**src/rtl/wb_arbiter2.sv**
```systemverilog
// Two-master Wibone arbiter: M0 (CPU) and M1 (DMA) share one slave bus.
// A master holds the bus for as long as its cyc stays high; stalled strobes time out with a one-cycle err.
module wb_arbiter2 #(
    parameter int TIMEOUT    = 255,
    parameter bit FIXED_PRIO = 1'b0
) (
    input  logic        sys_clk,
    input  logic        sys_rstn,
    input  logic [31:0] m0_adr_i,
    input  logic [31:0] m0_dat_i,
    input  logic [3:0]  m0_sel_i,
    input  logic        m0_we_i,
    input  logic        m0_stb_i,
    input  logic        m0_cyc_i,
    output logic [31:0] m0_dat_o,
    output logic        m0_ack_o,
    output logic        m0_err_o,
    input  logic [31:0] m1_adr_i,
    input  logic [31:0] m1_dat_i,
    input  logic [3:0]  m1_sel_i,
    input  logic        m1_we_i,
    input  logic        m1_stb_i,
    input  logic        m1_cyc_i,
    output logic [31:0] m1_dat_o,
    output logic        m1_ack_o,
    output logic        m1_err_o,
    output logic [31:0] s_adr_o,
    output logic [31:0] s_dat_o,
    output logic [3:0]  s_sel_o,
    output logic        s_we_o,
    output logic        s_stb_o,
    output logic        s_cyc_o,
    input  logic [31:0] s_dat_i,
    input  logic        s_ack_i,
    output logic [1:0]  gnt_o
);

    typedef enum logic [1:0] {
        IDLE = 2'd0,
        BUS0 = 2'd1,
        BUS1 = 2'd2
    } state_t;

    localparam bit         TO_EN   = (TIMEOUT > 0);
    localparam logic [7:0] TO_LAST = 8'((TIMEOUT > 0) ? TIMEOUT - 1 : 0);

    state_t     state_q, state_d;
    logic       last_gnt_q, last_gnt_d;
    logic [7:0] cnt_q, cnt_d;
    logic       to_hit;

    always_ff @(posedge sys_clk or negedge sys_rstn) begin
        if (!sys_rstn) begin
            state_q    <= IDLE;
            last_gnt_q <= 1'b1;
            cnt_q      <= 8'd0;
        end else begin
            state_q    <= state_d;
            last_gnt_q <= last_gnt_d;
            cnt_q      <= cnt_d;
        end
    end

    // last_gnt_q holds the index of the most recent grant; a contested
    // round-robin request goes to the other master.
    always_comb begin
        state_d    = state_q;
        last_gnt_d = last_gnt_q;
        case (state_q)
            IDLE: begin
                if (m0_cyc_i && m1_cyc_i) begin
                    if (FIXED_PRIO || last_gnt_q) begin
                        state_d    = BUS0;
                        last_gnt_d = 1'b0;
                    end else begin
                        state_d    = BUS1;
                        last_gnt_d = 1'b1;
                    end
                end else if (m0_cyc_i) begin
                    state_d    = BUS0;
                    last_gnt_d = 1'b0;
                end else if (m1_cyc_i) begin
                    state_d    = BUS1;
                    last_gnt_d = 1'b1;
                end
            end
            BUS0:    if (!m0_cyc_i) state_d = IDLE;
            BUS1:    if (!m1_cyc_i) state_d = IDLE;
            default: state_d = IDLE;
        endcase
    end

    always_comb begin
        s_adr_o = 32'd0;
        s_dat_o = 32'd0;
        s_sel_o = 4'd0;
        s_we_o  = 1'b0;
        s_stb_o = 1'b0;
        s_cyc_o = 1'b0;
        gnt_o   = 2'b00;
        case (state_q)
            BUS0: begin
                s_adr_o = m0_adr_i;
                s_dat_o = m0_dat_i;
                s_sel_o = m0_sel_i;
                s_we_o  = m0_we_i;
                s_stb_o = m0_stb_i;
                s_cyc_o = m0_cyc_i;
                gnt_o   = 2'b01;
            end
            BUS1: begin
                s_adr_o = m1_adr_i;
                s_dat_o = m1_dat_i;
                s_sel_o = m1_sel_i;
                s_we_o  = m1_we_i;
                s_stb_o = m1_stb_i;
                s_cyc_o = m1_cyc_i;
                gnt_o   = 2'b10;
            end
            default: ;
        endcase
    end

    // Handshake: a transfer completes in any cycle where s_stb_o and s_ack_i are both high;
    // the master keeps stb and its request stable until then. An ack always beats a timeout.
    assign to_hit = TO_EN && s_stb_o && !s_ack_i && (cnt_q == TO_LAST);

    always_comb begin
        if (!TO_EN || state_q == IDLE || !s_stb_o || s_ack_i || to_hit) begin
            cnt_d = 8'd0;
        end else begin
            cnt_d = cnt_q + 8'd1;
        end
    end

    always_comb begin
        m0_ack_o = 1'b0;
        m0_err_o = 1'b0;
        m1_ack_o = 1'b0;
        m1_err_o = 1'b0;
        case (state_q)
            BUS0: begin
                m0_ack_o = s_ack_i;
                m0_err_o = to_hit;
            end
            BUS1: begin
                m1_ack_o = s_ack_i;
                m1_err_o = to_hit;
            end
            default: ;
        endcase
    end

    assign m0_dat_o = s_dat_i;
    assign m1_dat_o = s_dat_i;

endmodule
```
**config.mk**
```make
export PLATFORM = sky130hd
export DESIGN_NAME = wb_arbiter2
export DESIGN_NICKNAME = d
export VERILOG_FILES = /design/src/rtl/wb_arbiter2.sv
export SDC_FILE = /design/constraint.sdc
export NUM_CORES = 1
export LEC_CHECK = 0
export ABC_AREA = 1
export CAP_MARGIN = 20
export CORE_AREA = 8 8 119 121
export CTS_BUF_LIST = sky130_fd_sc_hd__clkbuf_4 sky130_fd_sc_hd__clkbuf_8
export DETAILED_ROUTE_END_ITERATION = 10
export DIE_AREA = 0 0 127 129
export PLACE_DENSITY_LB_ADDON = 0.1
export SETUP_SLACK_MARGIN = 0.2
export SLEW_MARGIN = 20
export SYNTH_ARGS = -nofsm -noshare
export SYNTH_HDL_FRONTEND = slang
export SYNTH_SLANG_ARGS = --single-unit
```
**constraint.sdc**
```tcl
create_clock -name sys_clk -period 1.25 [get_ports sys_clk]
set_input_delay 0.125 -clock sys_clk [delete_from_list [all_inputs] [get_ports sys_clk]]
set_output_delay 0.125 -clock sys_clk [all_outputs]
set_load 0.01 [all_outputs]
```
==> impl_metrics.tcl <==
set metrics [dict create \
    status "finished with violations" \
    violations "negative setup slack" \
    hp-class "input port to asynchronous set/reset pin" \
    io_buffers 221 \
    maxSlewViolCount 0 \
    syn_inst 389 \
    wire_per_inst_um 18.55 \
    rsz0062_at_grt "yes" \
    cp_top_family "buffers and inverters" \
    root_buffer "clkbuf_8" \
    endpoint_kind "output port" \
    cts_tree "built" \
    ys_ff_latch 11 \
    nets 785 \
    grt_pass1_wl_mm 18.87 \
    multi_input_area_um2 1981 \
    dpl_worst_slack_ns -0.7215 \
    r2r-start "state_q[0]" \
    fp.dieW_um 127 \
    cts_max_level 1 \
    setup_viol 87 \
    crit_chain "inv_2 > ha_4 > buf_12 > nand2_4 > nand2_2 > nand2_2 > inv_2 > nand2_4 > nor3_4 > buf_2" \
    die_h_um 129 \
    gp_congestion 0.7735 \
    place_area_um2 4766 \
    cts_num_sinks 11 \
    crit_type "flip-flop to output port" \
    drc_errors 0 \
    grt_pass1_vias 3178 \
    clk-insertion-delay-late_ns 0.24 \
    fin_cells 750 \
    cts_buffers 3 \
    dp.cells 715 \
    firstDrtPassIters 4 \
    fmax_mhz 561.0 \
    period_needed_ns 1.783 \
    cts_buffer_depth 2 \
    syn-mean-instance-area_um2 5.645 \
    skew_ns 0.003914 \
    crit_buf_inv 4 \
    worst_pin_slew_ns 0.3291 \
    most-common-layout-cells "144 x clkdlybuf4s50_1, 109 x nand2_1, 56 x a21oi_2" \
    row_count 41 \
    timing.final.ws_setup_ns -0.5325 \
    timing.critical_path.required_ns 1.12 \
    synthesis.area_um2 2196 \
    cap_violations 0 \
    yosysSeqAreaShare_pct 12.59 \
    tns_ns -38.39 \
    drive_gt1_share_pct 51.83 \
    ir_drop_uv 1334 \
    grt_overflow 0 \
    critical_path.max_fanout 7 \
    area_delta_synth_final_pct 150.5 \
    critPathArrivalTime_ns 1.66 \
    viasPerCell 4.299 \
    final_area_um2 5500 \
    ctsHoldBuffers 0 \
    leakagePower_nw 2.284 \
    antenna_found_initial 0 \
    cts.clk_slew.worst_paths_ns 0.06 \
    grt_max_degree 25 \
    powerDensity_nw_per_um2 1646 \
    syn_nets 573 \
    fin_crit_sh_pct 142.6 \
    core_um2 12310 \
    max_stage_delay_ns 0.42 \
    diodes 0 \
    fillCellCount 1257 \
    initial_utilization_pct 17.84 \
    num_vias 3224 \
    crit_start "state_q[0]" \
    hold_viol 0 \
    ant_nets 0 \
    pin_count 318 \
    ys_warn_count 0 \
    regArea_um2 276.5 \
    slew-limit-headroom_pct 77.83 \
    grt_usage_pct 14.46 \
    dieArea_um2 16380 \
    slowest_stage "dfrtp_1" \
    whs_ns 0.1752 \
    mostFrequentLayoutCell "clkdlybuf4s50_1" \
    synth_cell_type_count 24 \
    post-dp-hpwl_mm 10.30 \
    start_kind "flip-flop" \
    drt-total-wl_mm 13.91 \
    drtIter0Drc 133 \
]
[timing repair]
action	in CTS	in global routing
pin swaps	3	19
setup endpoints to repair	88	88
setup buffers	13	8
gates resized for setup	358	100
endpoints found under the hold margin	0	0
cloned	4	6
[registers in the layout, summed over array words and instances, names as in the netlist]
name and flops:
last_gnt_q 1, cnt_q 8, state_q 2
[power by group]
part	switching (mW)	leakage, nW	internal (mW)	total, mW
Combinational	4.12	2.11	4.13	8.24
Clock	0.149	0.0255	0.220	0.369
Sequential	0.0344	0.148	0.410	0.444
[per-layer routing]
layer | global-route usage, % | share of wire (%) | routed length, um | vias up
met5 | 0 | 0 | 0 | -
met4 | 2.379 | 0.70 | 98 | 0
met1 | 16.52 | 39 | 5492 | 1480
met2 | 26.44 | 52 | 7209 | 150
met3 | 4.179 | 8.0 | 1113 | 18
li1 | - | - | - | 1576
[kinds of logic (layout without fill, tap and decap cells)]
family                   count (synthesis)  in the layout  synth area share [%]
buffers and inverters                  103            314                 29.69
AND/OR/NAND/NOR                        190            190                 35.16
flip-flops                              11             11                 12.59
XOR/XNOR                                 3              3                 1.197
AO/OA/AOI/OAI                           75             75                 17.38
adder cells (fa/ha/maj)                  7              7                 3.988
[stage by stage]
stage / total power [mW] / utilization, %
floorplan: 3.859 / -
global placement: 6.685 / 38.71
detailed placement: 6.691 / 38.71
CTS: 7.858 / 39.97
global route: 9.641 / 44.67
finish: 9.055 / 44.67
[cell type report]
class | instances | area share, %
timing repair buffer | 294 | 53.43
multi-input combinational | 275 | 36.01
sequential | 11 | 5.027
tap | 150 | 3.412
inverter | 16 | 1.274
clock buffer | 3 | 0.7507
clock inverter | 1 | 0.09099
[worst paths after layout]
path	endpoint	cells past startpoint	slack, ns
max	m0_err_o	10	-0.53
min	cnt_q[6]	2	0.18
max reg2reg	state_q[0]	12	-0.36
min reg2reg	last_gnt_q	2	0.49
max in group asynchronous	last_gnt_q	2	0.85
min in group sys_clk	m0_dat_o[14]	0	0.25
[worst register-to-register path: cells and delay by family (launching register included)]
family	cells	cell delay [ns]
buffers and inverters	6	0.65
AO/OA/AOI/OAI	1	0.05
flip-flops	1	0.42
adder cells (fa/ha/maj)	1	0.18
AND/OR/NAND/NOR	4	0.21
[cell usage after synthesis, drive strengths merged]
cell type | instances | area (um^2)
dfstp | 1 | 26.28
xnor2 | 1 | 8.760
ha | 7 | 87.58
o21ai | 3 | 15.01
o21bai | 1 | 7.510
nor2 | 16 | 95.09
nand2 | 167 | 639.4
nand3b | 1 | 7.510
xor2 | 2 | 17.52
nor3 | 2 | 10.01
a21oi | 71 | 359.1
clkbuf | 7 | 26.28
nand3 | 4 | 20.02
buf | 80 | 565.6
inv | 16 | 60.06
dfrtp | 10 | 250.2
(Power assumes the default switching activity.)
